[config.mk]
export PLATFORM = sky130hd
export DESIGN_NAME = rs_alu
export DESIGN_NICKNAME = d
export VERILOG_FILES = /design/src/rtl/rs_alu.sv
export SDC_FILE = /design/constraint.sdc
export NUM_CORES = 2
export LEC_CHECK = 0
export CAP_MARGIN = 20
export CORE_MARGIN = 1
export CORE_UTILIZATION = 54
export DETAILED_ROUTE_END_ITERATION = 8
export PLACE_DENSITY = 0.78
export RECOVER_POWER = 100
export SYNTH_ARGS = -nofsm -noshare
export SYNTH_HDL_FRONTEND = slang
export SYNTH_SLANG_ARGS = --single-unit
[constraint.sdc]
create_clock -name clk_in -period 5.9 [get_ports clk_in]
set_input_delay 1.475 -clock clk_in [delete_from_list [all_inputs] [get_ports clk_in]]
set_output_delay 1.475 -clock clk_in [all_outputs]
set_load 0.05 [all_outputs]
[src/rtl/rs_alu.sv]
// rtl/rs_alu.sv - ALU reservation station: holds renamed ops, snoops the CDB, dispatches ready ops to execute.
// Optional second result bus snoop enabled by defining RS_ALU_DUAL_CDB_EN.
module rs_alu #(
    parameter int RS_SIZE = 8,
    parameter int Q_WIDTH = 5
) (
    input  logic               clk_in,
    input  logic               rst_in,
    input  logic               rdy_in,
    input  logic               clear_in,

    input  logic               issue_valid,
    input  logic [9:0]         issue_op,
    input  logic [31:0]        issue_V1,
    input  logic [31:0]        issue_V2,
    input  logic [Q_WIDTH-1:0] issue_Q1,
    input  logic [Q_WIDTH-1:0] issue_Q2,
    input  logic [31:0]        issue_imm,
    input  logic [31:0]        issue_npc,
    input  logic [Q_WIDTH-1:0] issue_dest,
    output logic               full,

    input  logic               cdb_valid,
    input  logic [Q_WIDTH-1:0] cdb_tag,
    input  logic [31:0]        cdb_value,
`ifdef RS_ALU_DUAL_CDB_EN
    input  logic               cdb2_valid,
    input  logic [Q_WIDTH-1:0] cdb2_tag,
    input  logic [31:0]        cdb2_value,
`endif

    output logic               ex_valid,
    output logic [9:0]         ex_op,
    output logic [31:0]        ex_V1,
    output logic [31:0]        ex_V2,
    output logic [31:0]        ex_imm,
    output logic [31:0]        ex_npc,
    output logic [Q_WIDTH-1:0] ex_dest
);

    localparam int IDX_W = $clog2(RS_SIZE);

    logic [RS_SIZE-1:0] busy_q, busy_d;
    logic [Q_WIDTH-1:0] q1_q   [RS_SIZE];
    logic [Q_WIDTH-1:0] q1_d   [RS_SIZE];
    logic [Q_WIDTH-1:0] q2_q   [RS_SIZE];
    logic [Q_WIDTH-1:0] q2_d   [RS_SIZE];
    logic [9:0]         op_q   [RS_SIZE];
    logic [9:0]         op_d   [RS_SIZE];
    logic [31:0]        v1_q   [RS_SIZE];
    logic [31:0]        v1_d   [RS_SIZE];
    logic [31:0]        v2_q   [RS_SIZE];
    logic [31:0]        v2_d   [RS_SIZE];
    logic [31:0]        imm_q  [RS_SIZE];
    logic [31:0]        imm_d  [RS_SIZE];
    logic [31:0]        npc_q  [RS_SIZE];
    logic [31:0]        npc_d  [RS_SIZE];
    logic [Q_WIDTH-1:0] dest_q [RS_SIZE];
    logic [Q_WIDTH-1:0] dest_d [RS_SIZE];

    logic               ex_valid_q, ex_valid_d;
    logic [9:0]         ex_op_q, ex_op_d;
    logic [31:0]        ex_v1_q, ex_v1_d;
    logic [31:0]        ex_v2_q, ex_v2_d;
    logic [31:0]        ex_imm_q, ex_imm_d;
    logic [31:0]        ex_npc_q, ex_npc_d;
    logic [Q_WIDTH-1:0] ex_dest_q, ex_dest_d;

    logic [RS_SIZE-1:0] ready;
    logic               free_hit, disp_hit;
    logic [IDX_W-1:0]   free_idx, disp_idx;

    // Tag 0 never matches: it denotes an already-valid operand.
    function automatic logic bus_match(input logic [Q_WIDTH-1:0] q);
        logic hit;
        hit = cdb_valid && (cdb_tag == q);
`ifdef RS_ALU_DUAL_CDB_EN
        hit = hit || (cdb2_valid && (cdb2_tag == q));
`endif
        return (q != '0) && hit;
    endfunction

    function automatic logic [31:0] bus_value(input logic [Q_WIDTH-1:0] q);
`ifdef RS_ALU_DUAL_CDB_EN
        if (!(cdb_valid && (cdb_tag == q))) begin
            return cdb2_value;
        end
`endif
        return cdb_value;
    endfunction

    assign full = ~rdy_in | (&busy_q);

    always_comb begin
        ready    = '0;
        free_hit = 1'b0;
        free_idx = '0;
        disp_hit = 1'b0;
        disp_idx = '0;
        for (int i = RS_SIZE - 1; i >= 0; i--) begin
            ready[i] = busy_q[i] && (q1_q[i] == '0) && (q2_q[i] == '0);
            if (!busy_q[i]) begin
                free_hit = 1'b1;
                free_idx = i[IDX_W-1:0];
            end
            if (ready[i]) begin
                disp_hit = 1'b1;
                disp_idx = i[IDX_W-1:0];
            end
        end
    end

    always_comb begin
        busy_d     = busy_q;
        q1_d       = q1_q;
        q2_d       = q2_q;
        op_d       = op_q;
        v1_d       = v1_q;
        v2_d       = v2_q;
        imm_d      = imm_q;
        npc_d      = npc_q;
        dest_d     = dest_q;
        ex_valid_d = 1'b0;
        ex_op_d    = ex_op_q;
        ex_v1_d    = ex_v1_q;
        ex_v2_d    = ex_v2_q;
        ex_imm_d   = ex_imm_q;
        ex_npc_d   = ex_npc_q;
        ex_dest_d  = ex_dest_q;

        if (clear_in) begin
            busy_d = '0;
        end else if (rdy_in) begin
            for (int i = 0; i < RS_SIZE; i++) begin
                if (busy_q[i] && bus_match(q1_q[i])) begin
                    v1_d[i] = bus_value(q1_q[i]);
                    q1_d[i] = '0;
                end
                if (busy_q[i] && bus_match(q2_q[i])) begin
                    v2_d[i] = bus_value(q2_q[i]);
                    q2_d[i] = '0;
                end
            end

            if (disp_hit) begin
                ex_valid_d       = 1'b1;
                ex_op_d          = op_q[disp_idx];
                ex_v1_d          = v1_q[disp_idx];
                ex_v2_d          = v2_q[disp_idx];
                ex_imm_d         = imm_q[disp_idx];
                ex_npc_d         = npc_q[disp_idx];
                ex_dest_d        = dest_q[disp_idx];
                busy_d[disp_idx] = 1'b0;
            end

            // The free slot is always distinct from the dispatching one, since full uses pre-edge state.
            if (issue_valid && free_hit) begin
                busy_d[free_idx] = 1'b1;
                op_d[free_idx]   = issue_op;
                imm_d[free_idx]  = issue_imm;
                npc_d[free_idx]  = issue_npc;
                dest_d[free_idx] = issue_dest;
                if (bus_match(issue_Q1)) begin
                    v1_d[free_idx] = bus_value(issue_Q1);
                    q1_d[free_idx] = '0;
                end else begin
                    v1_d[free_idx] = issue_V1;
                    q1_d[free_idx] = issue_Q1;
                end
                if (bus_match(issue_Q2)) begin
                    v2_d[free_idx] = bus_value(issue_Q2);
                    q2_d[free_idx] = '0;
                end else begin
                    v2_d[free_idx] = issue_V2;
                    q2_d[free_idx] = issue_Q2;
                end
            end
        end
    end

    always_ff @(posedge clk_in or negedge rst_in) begin
        if (!rst_in) begin
            busy_q     <= '0;
            ex_valid_q <= 1'b0;
            ex_op_q    <= '0;
            ex_v1_q    <= '0;
            ex_v2_q    <= '0;
            ex_imm_q   <= '0;
            ex_npc_q   <= '0;
            ex_dest_q  <= '0;
            for (int i = 0; i < RS_SIZE; i++) begin
                q1_q[i] <= '0;
                q2_q[i] <= '0;
            end
        end else begin
            busy_q     <= busy_d;
            ex_valid_q <= ex_valid_d;
            ex_op_q    <= ex_op_d;
            ex_v1_q    <= ex_v1_d;
            ex_v2_q    <= ex_v2_d;
            ex_imm_q   <= ex_imm_d;
            ex_npc_q   <= ex_npc_d;
            ex_dest_q  <= ex_dest_d;
            q1_q       <= q1_d;
            q2_q       <= q2_d;
        end
    end

    // Payload fields are only observed while busy, so they need no reset.
    always_ff @(posedge clk_in) begin
        op_q   <= op_d;
        v1_q   <= v1_d;
        v2_q   <= v2_d;
        imm_q  <= imm_d;
        npc_q  <= npc_d;
        dest_q <= dest_d;
    end

    assign ex_valid = ex_valid_q;
    assign ex_op    = ex_op_q;
    assign ex_V1    = ex_v1_q;
    assign ex_V2    = ex_v2_q;
    assign ex_imm   = ex_imm_q;
    assign ex_npc   = ex_npc_q;
    assign ex_dest  = ex_dest_q;

endmodule

Word-level counts from Yosys, hierarchy flattened
Cells that the tools add are included.
{ "word_totals": {"reg_bits": 1376, "inputBits": 196, "out_inout_bits": 145, "elab_cells": 402} }
{ "classes": {"magnitude_cmp": 7, "eq_ne": 18, "muxes": 183, "n_bitwise": 11, "n_reduce_logical": 111} }
{ "ops": {"columns": ["cell", "count"], "rows": [
  ["two-way mux 32 bit", 57],
  ["bitwise mux 256 bit", 6],
  ["two-way mux 256 bit", 4],
  ["binary-select mux 32 bit (select 3 bit)", 4],
  ["two-way mux 5 bit", 51],
  ["two-way mux 40 bit", 4],
  ["bitwise mux 40 bit", 3],
  ["demux 32 bit (select 3 bit)", 1],
  ["equality test 5 bit", 18],
  ["nonzero test 5 bit", 18],
  ["bitwise AND 40 bit", 2],
  ["bitwise mux 80 bit", 1],
  ["logical NOT 5 bit", 16],
  ["logical AND 1 bit", 72],
  ["two-way mux 3 bit", 16],
  ["two-way mux 8 bit", 6],
  ["inverter 40 bit", 1],
  ["binary-select mux 10 bit (select 3 bit)", 1],
  ["demux 10 bit (select 3 bit)", 1],
  ["two-way mux 10 bit", 3],
  ["two-way mux 1 bit", 21],
  ["binary-select mux 5 bit (select 3 bit)", 1],
  ["demux 5 bit (select 3 bit)", 1],
  ["bitwise AND 8 bit", 1],
  ["other kinds (14)", 21]
]} }

Depth between registers and ports, before layout
{ "logic_depth": {"depth_word": 24, "depth_mapped": 11, "depth_no_buf": 6} }

Worst setup path before layout
Ideal clock, no wire load.
{ "synth_timing": {"path_kind": "input to register", "startpoint": "in clear_in", "endpoint": "reg q1_q[0] in the netlist's numbering", "setup_time_ps": 175, "t_arrival_ps": 18801, "required_ps": 5725, "path_slack_ps": -13076, "path_stages": 7, "path_cell_list": "clkbuf_1 -> nand2b_1 -> clkbuf_1 -> inv_1 -> clkbuf_1 -> nand2_1 -> o211ai_1"} }
{ "synth_between": {"elab_chain_cells": 2} }
{ "synth_rtl": {"columns": ["item", "line_no", "rtl"], "rows": [
  ["start, declared", "10", "input logic clear_in,"],
  ["inverter 1 bit (no line)", null, null],
  ["AND reduction 2 bit (no line)", null, null],
  ["end signal, assigned", "204", "q1_q <= q1_d;"],
  ["end, declared", "44", "logic [Q_WIDTH-1:0] q1_q [RS_SIZE];"]
]} }
Every way passes these cells.
A chain may end at the register's enable or synchronous reset.

Final worst setup path
{ "layout_timing": {"startpoint": "reg q1_q[35] in the netlist's numbering", "endpoint": "reg ex_v1_q[0], in the netlist ex_V1[0]"} }
{ "layout_between": {"elab_chain_cells": 8} }
{ "layout_rtl": {"columns": ["item", "line_no", "rtl"], "rows": [
  ["logical NOT 5 bit (*)", "101", "ready[i] = busy_q[i] && (q1_q[i] == '0) && (q2_q[i] == '0);"],
  ["logical AND 1 bit (*) (2 in series)", "101", null],
  ["two-way mux 3 bit", "106", "if (ready[i]) begin"],
  ["inverter 3 -> 4 bit (not written as such)", "148", "ex_v1_d = v1_q[disp_idx];"],
  ["binary-select mux 32 bit (select 3 bit)", "148", null],
  ["two-way mux 32 bit (not written as such) (2 in series)", "148", null],
  ["end signal, assigned", "199", "ex_v1_q <= ex_v1_d;"],
  ["end, declared", "63", "logic [31:0] ex_v1_q, ex_v1_d;"]
]} }
Mark *: on every way between the ends. The rest lies on a longest branch, timed or not. The select of a mux whose other input is x is not followed.

==> impl_metrics.json <==
{
  "end_kind": "flip-flop",
  "clk_pin_slew_ns": 0.06,
  "grt_pass1_wl_microns": 310000,
  "finalHoldViolCount": 0,
  "cp-start-kind": "flip-flop",
  "yosys-top-cells-area": "edfxtp_1, dfrtp_1, nor2_1",
  "ys_ff_latch": 1376,
  "cts_tree": "done",
  "synth_edf_count": 1144,
  "syn_area_sq_um": 63100,
  "gp_congestion": 0.957,
  "async_flop_share": 0.169,
  "grt_pass1_vias": 49900,
  "postRouteWirelength_microns": 210000,
  "clock-sinks": 1376,
  "cts_setup_buffers": 0,
  "min_from": "imm_q[55]$_DFFE_PP_",
  "r2r_end": "ex_V1[0]$_DFFE_PN0P_",
  "io-pin-count": 341,
  "antenna_found_initial": 39,
  "clockBufferDepth": 3,
  "coreArea_sq_um": 115000,
  "fin_area_sq_um": 72500,
  "hold_depth": 2,
  "peakVddDrop_mv": 0.317,
  "hold_ws_ns": 0.546,
  "hpwl_microns": 117000,
  "die_x_microns": 344,
  "track_usage": 0.350,
  "first_pass_iters": 9,
  "wire_per_inst_microns": 29.0,
  "failed_checks": "max-capacitance violations, max-slew violations",
  "dieArea_sq_um": 118000,
  "path_class": "flip-flop to flip-flop",
  "clock_skew_ns": 0.0274,
  "synth-warning-count": 0,
  "grt-ovfl-total": 0,
  "drc": 0,
  "cts_buffers": 145,
  "nets": 5798,
  "fmax_mhz": 189,
  "crit_path_max_fanout": 33,
  "drive_gt1_frac": 0.114,
  "holdBufCountCts": 0,
  "relSlewSlack": -0.958,
  "synth.distinct_cells": 59,
  "reg2reg_slack_ns": 0.60,
  "worstRegToRegCells": 7,
  "required_ns": 6.58,
  "htree_levels": 4,
  "fin_crit_sh": 0.899,
  "drt-initial-drc-count": 7855,
  "fin_crit_ns": 5.30,
  "postSynthNetCount": 5654,
  "port_buffers": 340,
  "insertion_delay_ns": 0.77,
  "ctsRootBufferMaster": "clkbuf_16",
  "routed_via_density": 6.98,
  "die_height_microns": 344,
  "place_area_sq_um": 68100,
  "synth_top_area_frac": 0.545,
  "grt_max_degree": 145,
  "status": "complete, but fails checks",
  "hold_end": "ex_imm[23]$_DFFE_PN0P_",
  "synth_top_cell_by_area": "edfxtp_1",
  "vias": 50700,
  "ys_seq_area_frac": 0.637,
  "ant_nets": 0,
  "worstSetupStartpoint": "q1_q[35]$_DFFE_PN0P_",
  "arrival_ns": 5.99,
  "setup_tns_ns": 0,
  "tightest_slew_ns": 2.94,
  "ys.flop_type": "edfxtp_1",
  "drv_slew": 499,
  "avgSynthCellArea_sq_um": 11.6,
  "p_leak_uw": 0.0243,
  "area_growth_pct": 15.0,
  "utilization": 0.630,
  "start_util": 0.548,
  "setup_violations": 0,
  "timing.rr.start": "q1_q[35]$_DFFE_PN0P_",
  "maxCapViolations": 11,
  "hold_class": "flip-flop to flip-flop",
  "p_per_area_nw_per_um2": 330,
  "rsz0062_at_grt": "no",
  "cts_resized": 0,
  "std_cell_rows": 124,
  "netlist_instances": 5458
}
==> flip-flops by register name (all words and copies together), names as in the netlist <==
register and flops:
ex_op 10, ex_imm 32, npc_q 256, ex_valid 1
dest_q 40, imm_q 256, ex_npc 32, q2_q 40
busy_q 8, q1_q 40, ex_V2 32, ex_V1 32
ex_dest 5, v1_q 256, op_q 80, v2_q 256
==> cells by family after synthesis <==
family,Yosys count,share of synthesized area
AND/OR/NAND/NOR,2140,0.145
flip-flops,1376,0.637
AO/OA/AOI/OAI,1352,0.172
buffers and inverters,510,0.0352
XOR/XNOR,80,0.0111
==> layout by cell type, fill, tap and decap left out, types with 16 or more instances in the layout <==
cell	synthesis	final
xnor2_1	64	64
nand2b_1	73	73
buf_12	0	21
a221oi_1	157	166
edfxtp_1	1144	1144
a31oi_1	50	50
o21ai_0	105	105
xor2_1	16	16
clkdlybuf4s50_1	0	113
clkbuf_16	0	149
clkinv_2	0	30
a221oi_2	129	120
o22ai_1	384	384
o211ai_1	30	30
diode_2	0	18
nand2_1	659	658
or4_1	78	78
nand3_1	304	304
a41oi_1	143	143
clkbuf_1	331	62
dfrtp_1	232	232
nand4_1	16	16
nor2_1	944	943
dlygate4sd3_1	0	226
buf_4	4	98
o221a_2	128	128
a21oi_1	165	157
==> where the power goes <==
part           switching (uW)  internal (uW)
clock                    3950           5280
combinational            2170            957
sequential                463          11100
==> per-stage QoR <==
stage	worst slack [ns]	std cells	total power, uW
after floorplan	-0.349	5458	13500
after detailed placement	0.779	6964	15000
after global placement	0.943	6963	14900
after global routing	0.574	7247	24500
final	0.595	7255	23900
after CTS	1.06	7234	24000
==> how the worst max path moves through the flow <==
stage	endpoint	slack, ns	cells after the start
floorplan	dest_q[15]$_DFFE_PP_	-0.35	6
global placement	v2_q[179]$_DFFE_PP_	0.94	8
detailed placement	v2_q[180]$_DFFE_PP_	0.78	8
CTS	full	1.06	3
global route	ex_V1[11]$_DFFE_PN0P_	0.57	6
finish	ex_V1[0]$_DFFE_PN0P_	0.60	7
==> cell type report <==
class,count,area [sq um]
antenna,18,45.0
clock buffer,203,4060
clock inverter,67,688
fill,8630,42600
inverter,3,18.8
multi-input combinational,3572,20800
sequential,1376,40200
tap,1512,1890
timing repair buffer,504,4830
==> per-layer routing <==
metal / global-route usage / part of all wire / vias to the layer above
li1: - / - / 21200
met1: 0.439 / 0.35 / 24400
met2: 0.551 / 0.46 / 4164
met3: 0.101 / 0.14 / 840
met4: 0.185 / 0.052 / 50
met5: 0 / 0.0022 / -
==> Yosys cell counts (30+ instances only) <==
master	n
clkbuf_1	331
dfrtp_1	232
buf_1	49
or4_1	78
nand3_1	304
a41oi_1	143
a221oi_1	157
a221oi_2	129
a21oi_1	165
nand2b_1	73
xnor2_1	64
o21ai_0	105
nand2_1	659
buf_2	101
a31oi_1	50
o211ai_1	30
o221a_2	128
o22ai_1	384
edfxtp_1	1144
nor2_1	944
==> critical path, stage by stage (launching register included) <==
cell and delay, ns:
dfrtp_1 0.41, nor4_1 0.52, and4_1 1.72, nor4_1 0.43, a41oi_2 1.10, clkbuf_1 0.65
nor2_1 0.14, a41oi_1 0.21
Power figures use the tool's default switching activity.
